<file path="src/rtl/seq_divider_eight_four.sv">
// rtl/seq_divider_eight_four.sv - multi-cycle unsigned restoring divider, 8-bit dividend by 4-bit divisor
module seq_divider_eight_four #(
    parameter int DIVIDEND_W = 8,
    parameter int DIVISOR_W  = 4,
    parameter int CNT_W      = 3
) (
    input  logic                  clk,
    input  logic                  rst,
    input  logic                  start,
    input  logic [DIVIDEND_W-1:0] dividend,
    input  logic [DIVISOR_W-1:0]  divisor,
    output logic                  busy,
    output logic                  done,
    output logic                  div_by_zero,
    output logic [DIVIDEND_W-1:0] quotient,
    output logic [DIVISOR_W-1:0]  remainder
);

    typedef enum logic [1:0] {S_IDLE, S_RUN, S_DONE} state_t;

    localparam logic [CNT_W-1:0] LAST_CNT = CNT_W'(DIVIDEND_W - 1);

    state_t                state_q;
    // Dividend shifts out of the top while quotient bits shift in at the bottom.
    logic [DIVIDEND_W-1:0] acc_q;
    logic [DIVISOR_W-1:0]  rem_q;
    logic [DIVISOR_W-1:0]  dvs_q;
    logic [CNT_W-1:0]      cnt_q;
    logic                  busy_q;
    logic                  done_q;
    logic                  dbz_q;

    logic [DIVISOR_W:0]    shifted_d;
    logic                  fits_d;
    logic [DIVISOR_W-1:0]  rem_d;
    logic [DIVIDEND_W-1:0] acc_d;

    // Stored remainder is always below the divisor, so the shifted partial needs one extra bit.
    always_comb begin
        shifted_d = {rem_q, acc_q[DIVIDEND_W-1]};
        fits_d    = (shifted_d >= {1'b0, dvs_q});
        rem_d     = fits_d ? DIVISOR_W'(shifted_d - {1'b0, dvs_q})
                           : shifted_d[DIVISOR_W-1:0];
        acc_d     = {acc_q[DIVIDEND_W-2:0], fits_d};
    end

    always_ff @(posedge clk) begin
        if (rst) begin
            state_q <= S_IDLE;
            acc_q   <= '0;
            rem_q   <= '0;
            dvs_q   <= '0;
            cnt_q   <= '0;
            busy_q  <= 1'b0;
            done_q  <= 1'b0;
            dbz_q   <= 1'b0;
        end else begin
            case (state_q)
                S_IDLE: begin
                    done_q <= 1'b0;
                    if (start) begin
                        if (divisor != '0) begin
                            acc_q   <= dividend;
                            dvs_q   <= divisor;
                            rem_q   <= '0;
                            cnt_q   <= '0;
                            dbz_q   <= 1'b0;
                            busy_q  <= 1'b1;
                            state_q <= S_RUN;
                        end else begin
                            acc_q   <= '1;
                            rem_q   <= '0;
                            dbz_q   <= 1'b1;
                            done_q  <= 1'b1;
                            state_q <= S_DONE;
                        end
                    end
                end
                S_RUN: begin
                    acc_q <= acc_d;
                    rem_q <= rem_d;
                    cnt_q <= cnt_q + 1'b1;
                    if (cnt_q == LAST_CNT) begin
                        busy_q  <= 1'b0;
                        done_q  <= 1'b1;
                        state_q <= S_DONE;
                    end
                end
                S_DONE: begin
                    done_q  <= 1'b0;
                    state_q <= S_IDLE;
                end
                default: begin
                    busy_q  <= 1'b0;
                    done_q  <= 1'b0;
                    state_q <= S_IDLE;
                end
            endcase
        end
    end

    assign busy        = busy_q;
    assign done        = done_q;
    assign div_by_zero = dbz_q;
    assign quotient    = acc_q;
    assign remainder   = rem_q;

endmodule

</file>
<file path="config.mk">
export PLATFORM = sky130hd
export DESIGN_NAME = seq_divider_eight_four
export DESIGN_NICKNAME = d
export VERILOG_FILES = /design/src/rtl/seq_divider_eight_four.sv
export SDC_FILE = /design/constraint.sdc
export NUM_CORES = 1
export LEC_CHECK = 0
export CAP_MARGIN = 20
export CORE_MARGIN = 2
export CORE_UTILIZATION = 50
export CTS_BUF_LIST = sky130_fd_sc_hd__clkbuf_8
export DETAILED_ROUTE_END_ITERATION = 7
export PLACE_DENSITY = 0.94
export SYNTH_ARGS = -nofsm -noshare
export SYNTH_HDL_FRONTEND = slang
export SYNTH_SLANG_ARGS = --single-unit
</file>
<file path="constraint.sdc">
create_clock -name clk -period 1.85 [get_ports clk]
set_input_delay 0.37 -clock clk [delete_from_list [all_inputs] [get_ports clk]]
set_output_delay 0.37 -clock clk [all_outputs]
set_load 0.05 [all_outputs]
</file>
==> results of run 1 <==
-- where the power goes --
part           internal [mW]  switching [mW]
combinational          0.150           0.241
clock                  0.146           0.163
sequential             0.553          0.0338
total                  0.849           0.438
-- metrics by stage --
| step | setup TNS [ns] | instances | setup WS, ns |
|---|---|---|---|
| floorplan | 0 | 129 | 0.0915 |
| global placement | 0 | 186 | 0.0599 |
| detailed placement | -0.122 | 186 | -0.0429 |
| CTS | 0 | 189 | 0.0514 |
| global route | 0 | 189 | 0.00346 |
| finish | 0 | 189 | 0.0604 |
-- cell families (layout without fill, tap and decap cells) --
group | after synthesis | in the layout | share of synthesized area
flops | 24 | 24 | 0.416
fa+ha+maj | 7 | 7 | 0.0823
mux | 1 | 1 | 0.00866
simple gates | 35 | 35 | 0.156
compound gates | 48 | 48 | 0.282
xor+xnor | 1 | 1 | 0.00758
buf+inv | 13 | 45 | 0.0476
-- sequential cells by signal, summed over array words and instances, names as in the netlist --
signal / cells
quotient: 8
done: 1
state_q: 2
dvs_q: 4
div_by_zero: 1
cnt_q: 3
remainder: 4
busy: 1
-- routing by layer --
layer  up-vias  GRT usage  wire [µm]
met3         7     0.0374        124
li1        539          -          -
met4         0      0.110         59
met5         -          0          0
met1       505      0.280       1240
met2        30      0.426       1480
-- final cells by class --
class                   instances  area, µm²  share of cell area
repair buffers                 34        295               0.195
flip-flops and latches         24        485               0.321
well taps                      28       35.0              0.0232
multi-input cells              92        624               0.413
clock buffers                   3       41.3              0.0273
inverters                       8       30.0              0.0199
-- final timing paths --
path	cells after the start	start	to
setup / recovery	1	div_by_zero$_SDFFE_PP0P_	div_by_zero
hold / removal	2	busy$_SDFFE_PP0P_	busy$_SDFFE_PP0P_
setup reg to reg	6	dvs_q[2]$_SDFFE_PP0P_	remainder[0]$_SDFFE_PP0P_
hold reg to reg	2	busy$_SDFFE_PP0P_	busy$_SDFFE_PP0P_
-- synth_stat cells (2+ instances only) --
cell,n,area (µm²)
clkbuf_1,2,7.51
a211oi_1,2,15.0
dfxtp_1,24,480
o21ai_0,11,55.1
or3_1,2,12.5
inv_1,8,30.0
a22oi_1,11,82.6
ha_1,6,75.1
a22o_1,2,17.5
nand2b_1,3,18.8
nor2_1,13,48.8
a32o_1,2,20.0
nor3_1,3,15.0
nor2_2,2,12.5
buf_2,2,10.0
a21oi_1,11,55.1
nand2_1,6,22.5
o211ai_1,2,15.0
-- timing repair --
| item | CTS | global route |
|---|---|---|
| hold endpoints to repair | 0 | 0 |
| hold buffers | 0 | 0 |
| setup endpoints to repair | 0 | 2 |
| gates resized for setup | 0 | 1 |
==> impl_metrics.toml, run 1 <==
[floorplan]
start_util = 0.528
rows = 17
pin_count = 30
die_area_um2 = 2710
fp.dieH_um = 52.1
die-width_um = 52.1
coreArea_um2 = 2190

[setup_path]
cp_top_family = "buffers and inverters"
critPathBufInv = 1
worst_path_max_delay_cell = "clkdlybuf4s50_1"
crit_required_ns = 1.48
cp_max_fo = 2
crit_type = "reg2out"
startpoint_type = "register"
cp.arrival_ns = 1.42
crit_path_cell_trace = "clkdlybuf4s50_1"
end_kind = "output port"
max_stage_delay_ns = 0.81
r2r_setup_slack_ns = 0.08

[sta]
finalCritPeriodShare = 0.967
finalCriticalPeriod_ns = 1.79
fmax_ghz = 0.559
max_slew.worst_pin.slew_ns = 0.492
fin_hold_ws_ns = 0.468
skew_ns = 0.00643
maxSlewViolCount = 0
setup_viol = 0
rsz0062_at_grt = "no"
hold_viol = 0
slew_headroom = 0.671

[cells_and_area]
final_cell_mix = "20 x dfxtp_1, 18 x buf_4, 16 x clkdlybuf4s50_1"
layout_commonest_cell = "dfxtp_1"
nNetsFinal = 185
num_antenna_cells = 0
final_cell_area_um2 = 1510
layout-drive-gt1-share = 0.211
fillerInstances = 179
area_growth_pct = 30.7
final_util = 0.690

[clock_tree]
cts_post_setup_buffers_inserted = 0
worstSkewPairLatency_ns = 0.27
cts.root.buffer_cell = "clkbuf_8"
clk_pin_slew_ns = 0.08
h-tree-depth = 1
clock_sinks = 24
cts_tree = "yes"
numCtsBuffers = 3
ctsLongestPathBuffers = 2

[logic_synthesis]
synth_edf_count = 0
ys_types = 35
async_flop_share = 0
synth_area_per_cell_um2 = 8.96
syn_area_um2 = 1160
synth_ff_type = "dfxtp_1"
yosysWarnings = 0
seq_area_frac_synth = 0.416
ys_ff_latch = 24
postSynthCellCount = 129
synthesis.nets = 151

[placement]
postPlaceCellArea_um2 = 1470
place.port_buffers = 29
hpwl_um = 2200
gp_congestion = 0.733

[drt]
vias_per_cell = 5.72
drt_pass1_iterations = 4
routedWlPerCell_um = 15.4
via_count = 1081
drtIter0Drc = 14
drt-total-wl_um = 2900
drc = 0
ant_nets = 0

[global_routing]
grt_pass1_wl_um = 4880
grt_overflow = 0
first_global_vias = 1138
grt_max_degree = 19
grt_use_total = 0.240
antenna_found_initial = 0

[outcome]
status = "finished, final reports clean"

[power]
ir_worst_vdd_mv = 0.575
power.density_nw_per_um2 = 852
leakage_nw = 0.598
power.total_mw = 1.29

[min_path]
hold_path.class = "reg2reg"

[flow_run]
cap_violations = 0
(Power assumes the default switching activity.)
==> run 2, diff against run 1 <==
--- a/config.mk
+++ b/config.mk
@@ -9,6 +9,7 @@
 export CORE_MARGIN = 2
 export CORE_UTILIZATION = 50
 export CTS_BUF_LIST = sky130_fd_sc_hd__clkbuf_8
+export CTS_CLUSTER_DIAMETER = 30
 export DETAILED_ROUTE_END_ITERATION = 7
 export PLACE_DENSITY = 0.94
 export SYNTH_ARGS = -nofsm -noshare
==> results of run 2 <==
Same layout as run 1: the final DEF is identical, and so are final timing and power.
==> run 3, diff against run 2 <==
--- a/config.mk
+++ b/config.mk
@@ -11,7 +11,7 @@
 export CTS_BUF_LIST = sky130_fd_sc_hd__clkbuf_8
 export CTS_CLUSTER_DIAMETER = 30
 export DETAILED_ROUTE_END_ITERATION = 7
-export PLACE_DENSITY = 0.94
+export PLACE_DENSITY = 0.9
 export SYNTH_ARGS = -nofsm -noshare
 export SYNTH_HDL_FRONTEND = slang
 export SYNTH_SLANG_ARGS = --single-unit
==> run 3 against run 2 <==
  * Count of clock-buffer cells in the layout is 1 higher
  * Sequential cell count stayed put
  * Sequential power about the same
  * Largest power group unchanged
==> impl_metrics.toml, run 3 (synthesis gave the netlist of run 1 again) <==
[outcome]
status = "finished, final reports clean"

[sta]
hold_viol = 0
finalCritPeriodShare = 0.968
slew_headroom = 0.660
setup_viol = 0
setup_ws_ns = 0.0585
maxSlewViolCount = 0
max_slew.worst_pin.slew_ns = 0.509
finalCriticalPeriod_ns = 1.79
fmax_ghz = 0.558
skew_ns = 0.00282
rsz0062_at_grt = "no"
fin_hold_ws_ns = 0.474
fin_setup_tns_ns = 0

[clock_tree]
cts_resized = 0
clock_sinks = 24
cts_tree = "yes"
ctsLongestPathBuffers = 2
h-tree-depth = 1
cts_hold_buffers = 0
cts_post_setup_buffers_inserted = 0
numCtsBuffers = 3
worstSkewPairLatency_ns = 0.27
cts.root.buffer_cell = "clkbuf_8"
clk_pin_slew_ns = 0.08

[drt]
vias_per_cell = 5.81
drt-total-wl_um = 2860
drc = 0
ant_nets = 0
routedWlPerCell_um = 15.0
drtIter0Drc = 34
via_count = 1103
drt_pass1_iterations = 4

[setup_path]
startpoint_type = "register"
max_stage_delay_ns = 0.81
critPathBufInv = 1
cp_max_fo = 2
cp_top_family = "buffers and inverters"
rr_worst_depth = 6
timing.rr.end = "remainder[1]$_SDFFE_PP0P_"
cp.arrival_ns = 1.42
crit_type = "reg2out"
crit_path_cell_trace = "clkdlybuf4s50_1"
worst_path_max_delay_cell = "clkdlybuf4s50_1"
r2r_setup_slack_ns = 0.07
r2r-start = "dvs_q[2]$_SDFFE_PP0P_"
crit_required_ns = 1.48
end_kind = "output port"

[power]
leakage_nw = 0.606
ir_worst_vdd_mv = 0.722
power.density_nw_per_um2 = 872

[cells_and_area]
stdcell_count = 190
largest_reg_flops = 8
final_cell_mix = "20 x dfxtp_1, 19 x buf_4, 15 x clkdlybuf4s50_1"
num_antenna_cells = 0
layout-drive-gt1-share = 0.222
layout_commonest_cell = "dfxtp_1"
nNetsFinal = 185
final_util = 0.695
area_growth_pct = 31.7

[flow_run]
cap_violations = 0

[global_routing]
grt_max_degree = 14
first_global_vias = 1017
grt_overflow = 0
antenna_found_initial = 0
grt_use_total = 0.220
grt_pass1_wl_um = 4410

[placement]
hpwl_um = 2120
gp_congestion = 0.791
preCtsSetupSlack_ns = -0.0204
dp_cells = 186
place.port_buffers = 29

[floorplan]
die-width_um = 52.1
fp.dieH_um = 52.1
coreArea_um2 = 2190
rows = 17
pin_count = 30
start_util = 0.528
die_area_um2 = 2710

[min_path]
hold_end = "busy$_SDFFE_PP0P_"
whs_path_depth = 2
hp-start = "busy$_SDFFE_PP0P_"
hold_path.class = "reg2reg"
-- run 3: changes by cell type in the layout (fill, tap and decap cells not counted) --
cell             previous run  this run
buf_4                      18        19
clkbuf_8                    3         4
clkdlybuf4s50_1            16        15
-- run 3: cell type report --
cell class / instances / area [µm²]
sequential: 24 / 485
multi-input combinational: 92 / 624
fill: 182 / 668
clock buffer: 4 / 55.1
tap: 28 / 35.0
inverter: 8 / 30.0
timing repair buffer: 34 / 293
-- run 3: how the worst max path moves through the flow --
stage	end	slack [ns]	depth (start not counted)	start
floorplan	remainder[1]$_SDFFE_PP0P_	0.09	6	quotient[7]$_SDFFE_PP0P_
global placement	quotient[0]$_SDFFE_PP0P_	0.05	5	divisor[0]
detailed placement	quotient[0]$_SDFFE_PP0P_	-0.02	5	divisor[0]
CTS	div_by_zero	0.05	1	div_by_zero$_SDFFE_PP0P_
global route	remainder[1]$_SDFFE_PP0P_	0.02	6	dvs_q[2]$_SDFFE_PP0P_
finish	div_by_zero	0.06	1	div_by_zero$_SDFFE_PP0P_
-- run 3: layer usage --
layer	part of all wire	GRT usage	up-vias
met1	0.40	0.256	524
met2	0.54	0.416	42
met4	0.0028	0.0526	0
met3	0.061	0.0316	2
li1	-	-	535
met5	0	0	-
-- run 3: power breakdown --
part           total [mW]  internal, mW  switching, mW
registers           0.587         0.553         0.0341
logic               0.385         0.149          0.236
clock network       0.356         0.190          0.166
total                1.33         0.892          0.436
-- run 3: stage by stage --
stage | cell area [µm²] | power (mW)
floorplan | 1160 | 0.849
global placement | 1460 | 0.961
detailed placement | 1460 | 0.976
CTS | 1520 | 1.33
global route | 1520 | 1.39
finish | 1520 | 1.33
